**config.mk**
```make
export PLATFORM = sky130hd
export DESIGN_NAME = present_decipher_seq_flat
export DESIGN_NICKNAME = d
export VERILOG_FILES = /design/src/rtl/present_decipher_seq_pkg.sv /design/src/rtl/present_decipher_seq_if.sv /design/src/rtl/present_decipher_seq_round.sv /design/src/rtl/present_decipher_seq.sv /design/src/flat_wrapper.sv
export SDC_FILE = /design/constraint.sdc
export NUM_CORES = 1
export LEC_CHECK = 0
export ABC_CLOCK_PERIOD_IN_PS = 2600
export BUFFER_PORTS_ARGS = -buffer_cell sky130_fd_sc_hd__buf_2
export CAP_MARGIN = 20
export CORE_MARGIN = 1.5
export CORE_UTILIZATION = 32
export DETAILED_ROUTE_END_ITERATION = 16
export PLACE_DENSITY = 0.59
export SKIP_CTS_REPAIR_TIMING = 1
export SLEW_MARGIN = 25
export SYNTH_ARGS = -nofsm -noshare
export SYNTH_HDL_FRONTEND = slang
export SYNTH_SLANG_ARGS = --single-unit
```
**constraint.sdc**
```tcl
create_clock -name clk -period 2.6 [get_ports clk]
set_input_delay 0.26 -clock clk [delete_from_list [all_inputs] [get_ports clk]]
set_output_delay 0.26 -clock clk [all_outputs]
set_load 0.02 [all_outputs]
```
**src/rtl/present_decipher_seq_pkg.sv**
```systemverilog
// Shared types, S-box tables and PRESENT-16/20 round helpers for the round-serial decipher core.
package present_decipher_seq_pkg;

   localparam int BLOCK_W    = 16;
   localparam int KEY_W      = 20;
   localparam int RC_W       = 5;
   localparam int ROUNDS_DEF = 31;

   typedef logic [BLOCK_W-1:0] block_t;
   typedef logic [KEY_W-1:0]   key_t;
   typedef logic [RC_W-1:0]    rc_t;

   typedef enum logic [1:0] {
      ST_IDLE,
      ST_KEYEXP,
      ST_DECRYPT,
      ST_DONE
   } state_e;

   localparam logic [3:0] SBOX [16] = '{
      4'hC, 4'h5, 4'h6, 4'hB, 4'h9, 4'h0, 4'hA, 4'hD,
      4'h3, 4'hE, 4'hF, 4'h8, 4'h4, 4'h7, 4'h1, 4'h2
   };
   localparam logic [3:0] INV_SBOX [16] = '{
      4'h5, 4'hE, 4'hF, 4'h8, 4'hC, 4'h1, 4'h2, 4'hD,
      4'hB, 4'h4, 4'h6, 4'h3, 4'h0, 4'h7, 4'h9, 4'hA
   };

   function automatic logic [3:0] sbox(input logic [3:0] x);
      return SBOX[x];
   endfunction

   function automatic logic [3:0] inv_sbox(input logic [3:0] x);
      return INV_SBOX[x];
   endfunction

   // Bit i moves to (4*i) mod 15; bit 15 stays put.
   function automatic block_t p_layer(input block_t x);
      block_t y;
      y = '0;
      for (int i = 0; i < BLOCK_W - 1; i++) y[(4 * i) % 15] = x[i];
      y[BLOCK_W-1] = x[BLOCK_W-1];
      return y;
   endfunction

   function automatic block_t inv_p_layer(input block_t x);
      block_t y;
      y = '0;
      for (int i = 0; i < BLOCK_W - 1; i++) y[i] = x[(4 * i) % 15];
      y[BLOCK_W-1] = x[BLOCK_W-1];
      return y;
   endfunction

   // Forward schedule step: rotate left 13, S-box top nibble, XOR round counter into low bits.
   function automatic key_t key_update(input key_t k, input rc_t rc);
      key_t r;
      r        = {k[6:0], k[19:7]};
      r[19:16] = sbox(r[19:16]);
      r[4:0]   = r[4:0] ^ rc;
      return r;
   endfunction

   function automatic key_t inv_key_update(input key_t k, input rc_t rc);
      key_t t;
      t        = k;
      t[4:0]   = t[4:0] ^ rc;
      t[19:16] = inv_sbox(t[19:16]);
      return {t[12:0], t[19:13]};
   endfunction

endpackage

```
**src/rtl/present_decipher_seq_if.sv**
```systemverilog
// Ciphertext-in / plaintext-out handshake bundle of the decipher core.
interface present_decipher_seq_if;
   import present_decipher_seq_pkg::*;

   logic   in_valid;
   logic   in_ready;
   block_t ciphertext;
   key_t   master_key;
   logic   out_valid;
   logic   out_ready;
   block_t plaintext;
   logic   busy;

   modport slave (
      input  in_valid, ciphertext, master_key, out_ready,
      output in_ready, out_valid, plaintext, busy
   );

   modport master (
      output in_valid, ciphertext, master_key, out_ready,
      input  in_ready, out_valid, plaintext, busy
   );

endinterface

```
**src/rtl/present_decipher_seq_round.sv**
```systemverilog
// One inverse PRESENT round: inverse permutation, inverse S-box on every nibble, round-key XOR.
module present_dec_round
   import present_decipher_seq_pkg::*;
(
   input  block_t state_i,
   input  block_t round_key_i,
   output block_t state_o
);

   block_t perm;
   block_t subst;

   always_comb begin
      perm  = inv_p_layer(state_i);
      subst = '0;
      for (int n = 0; n < BLOCK_W / 4; n++) subst[4*n +: 4] = inv_sbox(perm[4*n +: 4]);
      state_o = subst ^ round_key_i;
   end

endmodule

```
**src/rtl/present_decipher_seq.sv**
```systemverilog
// Round-serial PRESENT-16/20 decryption: forward key expansion (or cached final key),
// then one inverse round per clock with the key stepped backwards alongside.
module present_decipher_seq
   import present_decipher_seq_pkg::*;
#(
   parameter int ROUNDS    = ROUNDS_DEF,
   parameter bit KEY_CACHE = 1'b1
) (
   input logic                    clk,
   input logic                    rst_n,
   present_decipher_seq_if.slave  bus
);

   localparam int CNT_W = $clog2(ROUNDS + 2);
   localparam logic [CNT_W-1:0] CNT_LAST   = CNT_W'(ROUNDS);
   localparam logic [CNT_W-1:0] CNT_WHITEN = CNT_W'(ROUNDS + 1);
   localparam logic [CNT_W-1:0] CNT_ONE    = CNT_W'(1);

   state_e           state_q, state_d;
   logic [CNT_W-1:0] cnt_q, cnt_d;
   block_t           blk_q, blk_d;
   key_t             key_q, key_d;
   logic             cache_valid_q, cache_valid_d;
   key_t             cache_key_q, cache_key_d;
   key_t             cache_fin_q, cache_fin_d;

   rc_t    rc;
   key_t   key_fwd;
   key_t   key_bwd;
   block_t round_out;
   logic   cache_hit;

   assign rc        = RC_W'(cnt_q);
   assign key_fwd   = key_update(key_q, rc);
   assign key_bwd   = inv_key_update(key_q, rc);
   assign cache_hit = KEY_CACHE && cache_valid_q && (bus.master_key == cache_key_q);

   present_dec_round u_round (
      .state_i     (blk_q),
      .round_key_i (key_bwd[KEY_W-1 -: BLOCK_W]),
      .state_o     (round_out)
   );

   always_comb begin
      state_d       = state_q;
      cnt_d         = cnt_q;
      blk_d         = blk_q;
      key_d         = key_q;
      cache_valid_d = cache_valid_q;
      cache_key_d   = cache_key_q;
      cache_fin_d   = cache_fin_q;

      unique case (state_q)
         ST_IDLE: begin
            if (bus.in_valid) begin
               blk_d = bus.ciphertext;
               if (cache_hit) begin
                  key_d   = cache_fin_q;
                  cnt_d   = CNT_WHITEN;
                  state_d = ST_DECRYPT;
               end else begin
                  key_d         = bus.master_key;
                  cache_valid_d = 1'b0;
                  cache_key_d   = bus.master_key;
                  cnt_d         = CNT_ONE;
                  state_d       = ST_KEYEXP;
               end
            end
         end
         ST_KEYEXP: begin
            key_d = key_fwd;
            if (cnt_q == CNT_LAST) begin
               cnt_d         = CNT_WHITEN;
               cache_valid_d = 1'b1;
               cache_fin_d   = key_fwd;
               state_d       = ST_DECRYPT;
            end else begin
               cnt_d = cnt_q + 1'b1;
            end
         end
         ST_DECRYPT: begin
            // The first decrypt cycle only strips the final whitening key.
            if (cnt_q == CNT_WHITEN) begin
               blk_d = blk_q ^ key_q[KEY_W-1 -: BLOCK_W];
            end else begin
               key_d = key_bwd;
               blk_d = round_out;
            end
            cnt_d = cnt_q - 1'b1;
            if (cnt_q == CNT_ONE) state_d = ST_DONE;
         end
         ST_DONE: begin
            if (bus.out_ready) state_d = ST_IDLE;
         end
         default: state_d = ST_IDLE;
      endcase
   end

   always_ff @(posedge clk or negedge rst_n) begin
      if (!rst_n) begin
         state_q       <= ST_IDLE;
         cnt_q         <= '0;
         blk_q         <= '0;
         cache_valid_q <= 1'b0;
      end else begin
         state_q       <= state_d;
         cnt_q         <= cnt_d;
         blk_q         <= blk_d;
         cache_valid_q <= cache_valid_d;
      end
   end

   // Key material is qualified by state/cache_valid, so it needs no reset.
   always_ff @(posedge clk) begin
      key_q       <= key_d;
      cache_key_q <= cache_key_d;
      cache_fin_q <= cache_fin_d;
   end

   assign bus.in_ready  = (state_q == ST_IDLE);
   assign bus.out_valid = (state_q == ST_DONE);
   assign bus.busy      = (state_q == ST_KEYEXP) || (state_q == ST_DECRYPT);
   assign bus.plaintext = blk_q;

endmodule

```
**src/flat_wrapper.sv**
```systemverilog
// flat-port wrapper written by rule: the top's interface ports become plain ports
module present_decipher_seq_flat import present_decipher_seq_pkg::*;
#(
   parameter int ROUNDS    = ROUNDS_DEF,
   parameter bit KEY_CACHE = 1'b1
)
  (clk, rst_n, bus_in_valid, bus_ciphertext, bus_master_key, bus_out_ready, bus_in_ready, bus_out_valid, bus_plaintext, bus_busy);
  present_decipher_seq_if bus_i ();
  input logic clk;
  input logic rst_n;
  input wire logic [$bits(bus_i.in_valid)-1:0] bus_in_valid;
  input wire logic [$bits(bus_i.ciphertext)-1:0] bus_ciphertext;
  input wire logic [$bits(bus_i.master_key)-1:0] bus_master_key;
  input wire logic [$bits(bus_i.out_ready)-1:0] bus_out_ready;
  output wire logic [$bits(bus_i.in_ready)-1:0] bus_in_ready;
  output wire logic [$bits(bus_i.out_valid)-1:0] bus_out_valid;
  output wire logic [$bits(bus_i.plaintext)-1:0] bus_plaintext;
  output wire logic [$bits(bus_i.busy)-1:0] bus_busy;
  assign bus_i.in_valid = bus_in_valid;
  assign bus_i.ciphertext = bus_ciphertext;
  assign bus_i.master_key = bus_master_key;
  assign bus_i.out_ready = bus_out_ready;
  assign bus_in_ready = bus_i.in_ready;
  assign bus_out_valid = bus_i.out_valid;
  assign bus_plaintext = bus_i.plaintext;
  assign bus_busy = bus_i.busy;
  present_decipher_seq #(.ROUNDS(ROUNDS), .KEY_CACHE(KEY_CACHE)) u_core (.clk(clk), .rst_n(rst_n), .bus(bus_i));
endmodule
```
[Word-level counts from Yosys, hierarchy flattened]
Memory sizes are Yosys's and may differ from the RTL's.
Cells that the tools add are included.
Storage, ports and cells
  register bits after elaboration: 85
  ROM bits: 384
  bits of input ports: 40
  output and inout port bits: 19
  memories kept: 6
Operators by class
  add/sub/neg operators: 2
  $lt $le $gt $ge: 6
  equal/unequal tests: 13
  multiplexer cells: 33
  bitwise logic cells: 11
  reduce and logical (&&, ||, !) cells: 13
Memory list
  (no name shown): depth 16, bits a word 4, rd ports 1, clocked after memory_dff 0, write ports 0, line present_decipher_seq_pkg.sv:30  | return SBOX[x];
  (no name shown): depth 16, bits a word 4, rd ports 1, clocked after memory_dff 0, write ports 0, line present_decipher_seq_pkg.sv:34  | return INV_SBOX[x];
  (no name shown): depth 16, bits a word 4, rd ports 1, clocked after memory_dff 0, write ports 0, line present_decipher_seq_pkg.sv:34
  (no name shown): depth 16, bits a word 4, rd ports 1, clocked after memory_dff 0, write ports 0, line present_decipher_seq_pkg.sv:34
  (no name shown): depth 16, bits a word 4, rd ports 1, clocked after memory_dff 0, write ports 0, line present_decipher_seq_pkg.sv:34
  (no name shown): depth 16, bits a word 4, rd ports 1, clocked after memory_dff 0, write ports 0, line present_decipher_seq_pkg.sv:34
Operators by type and width (number)
  two-way mux 20 bit: 3
  case mux 20 bit (3 select lines): 1
  two-way mux 4 bit: 12
  two-way mux 16 bit: 2
  case mux 16 bit (2 select lines): 1
  bitwise XOR 16 bit: 2
  greater-or-equal comparator 5 bit (second input constant): 6
  NOT 4 -> 5 bit: 6
  equality test 20 bit: 1
  two-way mux 6 bit: 3
  case mux 6 bit (3 select lines): 1
  two-way mux 2 bit: 5
  bitwise XOR 5 bit: 2
  inequality test 2 bit (second input constant): 4
  case mux 2 bit (4 select lines): 1
  AND reduction 4 bit: 2
  adder 6 x 1 -> 6 bit (second input constant): 1
  equality test 6 x 1 -> 1 bit (second input constant): 1
  equality test 6 x 5 -> 1 bit (second input constant): 1
  equality test 6 bit (second input constant): 1
  AND reduction 2 bit: 3
  AND reduction 3 bit: 2
  subtractor 6 x 1 -> 6 bit (second input constant): 1
  equality test 2 bit (second input constant): 2
  other kinds (10): 14

[Depth between registers and ports, before layout]
  depth in word-level cells: 7
  gate-level depth with buffers: 9

[Hierarchy]
A second synthesis with hierarchy kept.
Unflattened totals
  cells, all modules: 581
  area total of the unflattened synthesis: 5899.4 um^2
By module, submodules not included
  present_decipher_seq: times used 1, cells an instance 466, area each 4962.3 um^2
  present_dec_round: times used 1, cells an instance 115, area each 937.1 um^2

[Worst setup path before layout]
Ideal clock, no wire load.
  kind: register to register
  start: register u_core.state_q[0]
  end: register u_core.key_q[0] (enable)
  library setup time: 397 ps
  arrival: 2178 ps
  slack: 25 ps
  stages on the path, launching flop included: 6
  path buffers: 0
  clock period less this slack: 2575 ps
  cell sequence: dfrtp_1 inv_1 ha_1 nor2b_1 or2_2 nor2_1
Between the ends
  word-level cells in the longest chain between the ends: 3
  elaborated cells on any way between the ends: 7
  those cells by class: 4 x eq/ne; 3 x reduce/logical
Ends and longest elaborated chain
  start, declared: line present_decipher_seq.sv:19  | state_e state_q, state_d;
  start signal, assigned: line present_decipher_seq.sv:106  | state_q <= state_d;
  logical NOT 2 bit (*)
  via bus_in_ready: line flat_wrapper.sv:15  | output wire logic [$bits(bus_i.in_ready)-1:0] bus_in_ready;
  inequality test 2 bit (no line) / nonzero test 3 bit (equally long branches)
  AND reduction 3 bit (no line) (*)
  end signal, assigned: line present_decipher_seq.sv:115  | key_q <= key_d;
  end, declared: line present_decipher_seq.sv:22  | key_t key_q, key_d;
Mark *: on every way through the listed nets, which the timed path passes. The rest lies on a longest branch.
A chain may end at the register's enable or synchronous reset.

[Worst setup path after layout]
  start: register u_core.key_q[17]
  end: register u_core.blk_q[2], in the netlist u_core.bus.plaintext[2]
Between the ends
  word-level cells in the longest chain between the ends: 7
Ends and longest elaborated chain
  NOT 4 -> 5 bit (implied by the code): line present_decipher_seq_pkg.sv:34
  memory (16 x 4 bit)
  two-way mux 4 bit (implied by the code) (2 in series): line present_decipher_seq_pkg.sv:34
  bitwise XOR 16 bit: line present_decipher_seq_round.sv:17  | state_o = subst ^ round_key_i;
  two-way mux 16 bit: line present_decipher_seq.sv:83  | if (cnt_q == CNT_WHITEN) begin
  case mux 16 bit (2 select lines): line present_decipher_seq.sv:53  | unique case (state_q)
  end signal, assigned: line present_decipher_seq.sv:108  | blk_q <= blk_d;
  end, declared: line present_decipher_seq.sv:21  | block_t blk_q, blk_d;
No other way between the ends. The select of a mux whose other input is x is not followed.

==> results_tabular.tex <==
\begin{tabular}{lr}
\hline
Metric & Value \\
\hline
\multicolumn{2}{l}{\textbf{Final layout}} \\
\quad Multi-input gate area & 3090 um\^{}2 \\
\quad Sequential Area & 2427 um\^{}2 \\
\quad Most common library cell in the layout ignoring fill and taps & edfxtp\_1 \\
\quad Post-route design area & 6701 um\^{}2 \\
\quad Number of antenna repair diodes & 0 \\
\quad Area growth from synthesis to layout & 15.46\% \\
\quad Most frequent cells in the layout & edfxtp\_1, buf\_2, ha\_1, xor2\_1, inv\_1 \\
\quad Nets & 674 \\
\quad Fill count & between 1500 and 2000 \\
\quad Final Instance Count excl. Fillers & 823 \\
\quad Fraction of final layout cells with drive strength greater than 1 & between 15 and 20\% \\
\multicolumn{2}{l}{\textbf{Yosys}} \\
\quad Number of distinct standard cells referenced by the synthesized netlist & 49 \\
\quad Cells taking the most area after synthesis & edfxtp\_1, dfrtp\_1, ha\_1 \\
\quad EDFF count, synth & 60 \\
\quad FFs w/ async S/R, synth & 29.41\% \\
\quad Area share of the leading cell type in the synthesized netlist & 31.04\% \\
\quad Cell accounting for the most synthesized area & edfxtp\_1 \\
\quad Yosys reg bits & between 80 and 90 \\
\quad Total number of yosys warnings & 0 \\
\quad Mean Syn Cell Area & 10.79 um\^{}2 \\
\quad Number of standard cells after synthesis & 538 \\
\quad Net count after synthesis & 623 \\
\quad Sequential area share after synthesis & 41.82\% \\
\quad Cell area after synthesis & 5804 um\^{}2 \\
\quad Top flip-flop cell by instance count after synthesis & edfxtp\_1 \\
\multicolumn{2}{l}{\textbf{STA}} \\
\quad Summed negative setup slack over all endpoints & 0 ps \\
\quad Final Hold Fails & 0 \\
\quad Max transition margin & 36.49\% \\
\quad Final critical path time including I/O delays and setup & 2338 ps \\
\quad Setup violation total in the final timing report & 0 \\
\quad Slew at the pin closest to its max-slew limit & 945.4 ps \\
\quad Setup Skew & 7.720 ps \\
\quad Unrepaired setup endpoints after global routing & false \\
\quad FMAX & 0.4277 GHz \\
\quad Final Cycle Share & 89.93\% \\
\quad Total count of max-transition violations in the final report & 0 \\
\multicolumn{2}{l}{\textbf{Global route}} \\
\quad Global-route wire length before repair & 26150 um \\
\quad Via count of the first global-routing pass & $\sim$4500 \\
\quad Pin count of the biggest net entering global routing & 36 \\
\quad Global route total overflow & 0 \\
\quad Antenna violations before repair & 0 \\
\quad GR Util All Layers & 18.26\% \\
\multicolumn{2}{l}{\textbf{Power and ir drop}} \\
\quad Switching power of the nets & 2.066 mW \\
\quad Sequential cell fraction of total power & a little over a third \\
\quad Switching fraction of total power & 38.10\% \\
\quad Internal power & 3.357 mW \\
\quad Proportion of power drawn by combinational gates & 40.3\% \\
\quad Fraction of power consumed by the clock network & 24.4\% \\
\quad Power per unit of standard cell area & around 810 nW/um\^{}2 \\
\quad Maximum resistive drop on vdd & 0.5945 mV \\
\quad Cell leakage power & 2.671 nW \\
\multicolumn{2}{l}{\textbf{CTS}} \\
\quad Number of sinks on the clock net & between 80 and 90 \\
\quad Clock tree from TritonCTS & built \\
\quad Clock-pin slew of the registers on the worst-case setup and hold paths & approximately 70 ps \\
\quad Clk\_lat worst skew & 350 ps \\
\quad Total CTS buffers & 9 \\
\quad CTS H-tree depth & 3 \\
\quad Number of buffers on the longest clock path & 2 \\
\quad Root cell of the clock tree & clkbuf\_16 \\
\multicolumn{2}{l}{\textbf{Routing}} \\
\quad Highest routed metal layer & met4 \\
\quad Wirelength per Cell & 20.30 um \\
\quad DRC violation total after the first TritonRoute iteration & 488 \\
\quad Pre-Repair DR Iteration Count & 5 \\
\quad Total wirelength of the detailed-routed design & 16710 um \\
\quad Met3 Wirelength & 1352 um \\
\quad Vias per Instance & 5.699 \\
\quad Antenna Violating Nets Remaining & 0 \\
\quad Wl on met1 & 7869 um \\
\quad Remaining routing DRC violations & 0 \\
\quad Vias after detailed routing & about 4700 \\
\quad Detailed route wirelength on metal2 & 7208 um \\
\multicolumn{2}{l}{\textbf{Floorplan}} \\
\quad Core Rows & 49 \\
\quad Total I/O pin count & 59 \\
\quad Die Footprint & 18960 um\^{}2 \\
\quad Starting density of the core & 32.42\% \\
\quad Core Footprint & 17900 um\^{}2 \\
\quad Vertical extent of the die & 137.7 um \\
\quad Width of the chip & 137.7 um \\
\multicolumn{2}{l}{\textbf{Critical path}} \\
\quad Endpoint kind of the worst setup timing path & flip-flop \\
\quad Type of the worst setup path & flip-flop to flip-flop \\
\quad Startpoint Class & flip-flop \\
\quad Critical path fanouts, max & 6 \\
\quad RR Endpoint & u\_core.bus.plaintext[2] \\
\quad Worst path required time & 2840 ps \\
\quad Minimum setup slack among reg-to-reg paths & 260 ps \\
\quad Reg-to-Reg Start & u\_core.key\_q[17] \\
\quad Worst EP arrival & roughly 2600 ps \\
\quad Count of cells along the worst register-to-register path & 7 \\
\multicolumn{2}{l}{\textbf{Place}} \\
\quad DP Wirelength & between 10000 and 15000 um \\
\quad Area post-placement & 6387 um\^{}2 \\
\quad \# placed instances & 806 \\
\quad Global placer's final weighted congestion & just under 0.9 \\
\quad Number of port buffers & 58 \\
\multicolumn{2}{l}{\textbf{Min path}} \\
\quad Hold WC Path Type & input pin to flip-flop \\
\quad Number of instances on the worst hold path & 1 \\
\quad Startpoint of the most critical hold path & bus\_master\_key[5] \\
\quad Hold Path Sink & u\_core.cache\_key\_q[5] \\
\multicolumn{2}{l}{\textbf{Run status}} \\
\quad Result of the run & finished clean \\
\multicolumn{2}{l}{\textbf{Job}} \\
\quad Number of maximum-capacitance constraint violations & 0 \\
\hline
\end{tabular}
how the worst max path moves through the flow:
stage	slack, ps	cells past startpoint	from	end
after floorplan	30	5	u_core.state_q[0]	u_core.key_q[0]
after global placement	370	5	u_core.key_q[17]	u_core.key_q[4]
after detailed placement	320	5	u_core.key_q[17]	u_core.key_q[4]
after CTS	300	5	u_core.key_q[17]	u_core.key_q[4]
after global routing	140	7	u_core.key_q[17]	u_core.bus.plaintext[2]
final	260	7	u_core.key_q[17]	u_core.bus.plaintext[2]
sequential cells by signal, summed over array words and instances, names as in the netlist:
name                  cells
u_core.bus.plaintext     16
u_core.cache_fin_q       20
u_core.cache_key_q       20
u_core.cache_valid_q      1
u_core.cnt_q              6
u_core.key_q             20
u_core.state_q            2
layer usage:
| metal | vias to the layer above | track usage, % |
|---|---|---|
| met5 | - | 0 |
| li1 | 2138 | - |
| met1 | 2308 | 27.05 |
| met2 | 224 | 27.03 |
| met3 | 20 | 3.642 |
| met4 | 0 | 4.503 |
through the flow:
| step | total power [mW] | hold WS (ps) | util (%) | setup slack [ps] |
|---|---|---|---|---|
| 2_1_floorplan | 3.549 | -35.59 | - | 25.33 |
| 3_3_place_gp | 4.032 | 323.8 | 35.68 | 370.8 |
| 3_5_place_dp | 4.133 | 326.5 | 35.68 | 318.9 |
| 4_1_cts | 5.458 | -50.49 | 37.38 | 295.6 |
| 5_1_grt | 5.768 | 118.5 | 37.43 | 141.8 |
| 6_report | 5.423 | 124.2 | 37.43 | 261.8 |
cell usage after synthesis (12+ instances only):
master	instances
edfxtp_1	60
nand3_1	16
xnor2_1	21
xor2_1	36
nor2_1	21
nand2_1	23
a21oi_1	23
ha_1	45
a221o_1	12
inv_1	32
a31oi_1	12
clkbuf_1	32
dfrtp_1	25
o311a_1	14
mux2i_1	13
o21ai_0	26
or4_1	14
final cells by class:
type	instances	area share [%]
Timing Repair Buffer	82	7.058
Clock buffer	9	3.361
Multi-Input combinational cell	379	46.12
Clock inverter	7	1.176
Inverter	32	1.792
Tap cell	229	4.276
Sequential cell	85	36.22
power groups by stage:
stage          clock network [mW]  registers (mW)  logic, mW
2_1_floorplan                   0            1.91       1.64
4_1_cts                      1.34            1.92       2.20
3_3_place_gp                    0            1.92       2.11
5_1_grt                      1.40            1.96       2.41
6_report                     1.32            1.92       2.18
3_5_place_dp                    0            1.94       2.19
worst max-delay path, stage by stage, from the launching register on:
cell,delay [ps]
edfxtp_1,510
inv_1,200
ha_1,380
nor2_1,180
a21oi_1,60
mux2i_1,470
xnor2_1,150
a221oi_1,260
cell families after synthesis:
logic type,count (synthesis),share of synthesized area [%]
adder cells (fa/ha/maj),45,9.700
AO/OA/AOI/OAI,145,18.17
AND/OR/NAND/NOR,102,9.097
multiplexers,29,7.286
XOR/XNOR,58,8.989
buffers and inverters,74,4.936
flip-flops,85,41.82
No activity file was read; power rests on OpenSTA's default activity.
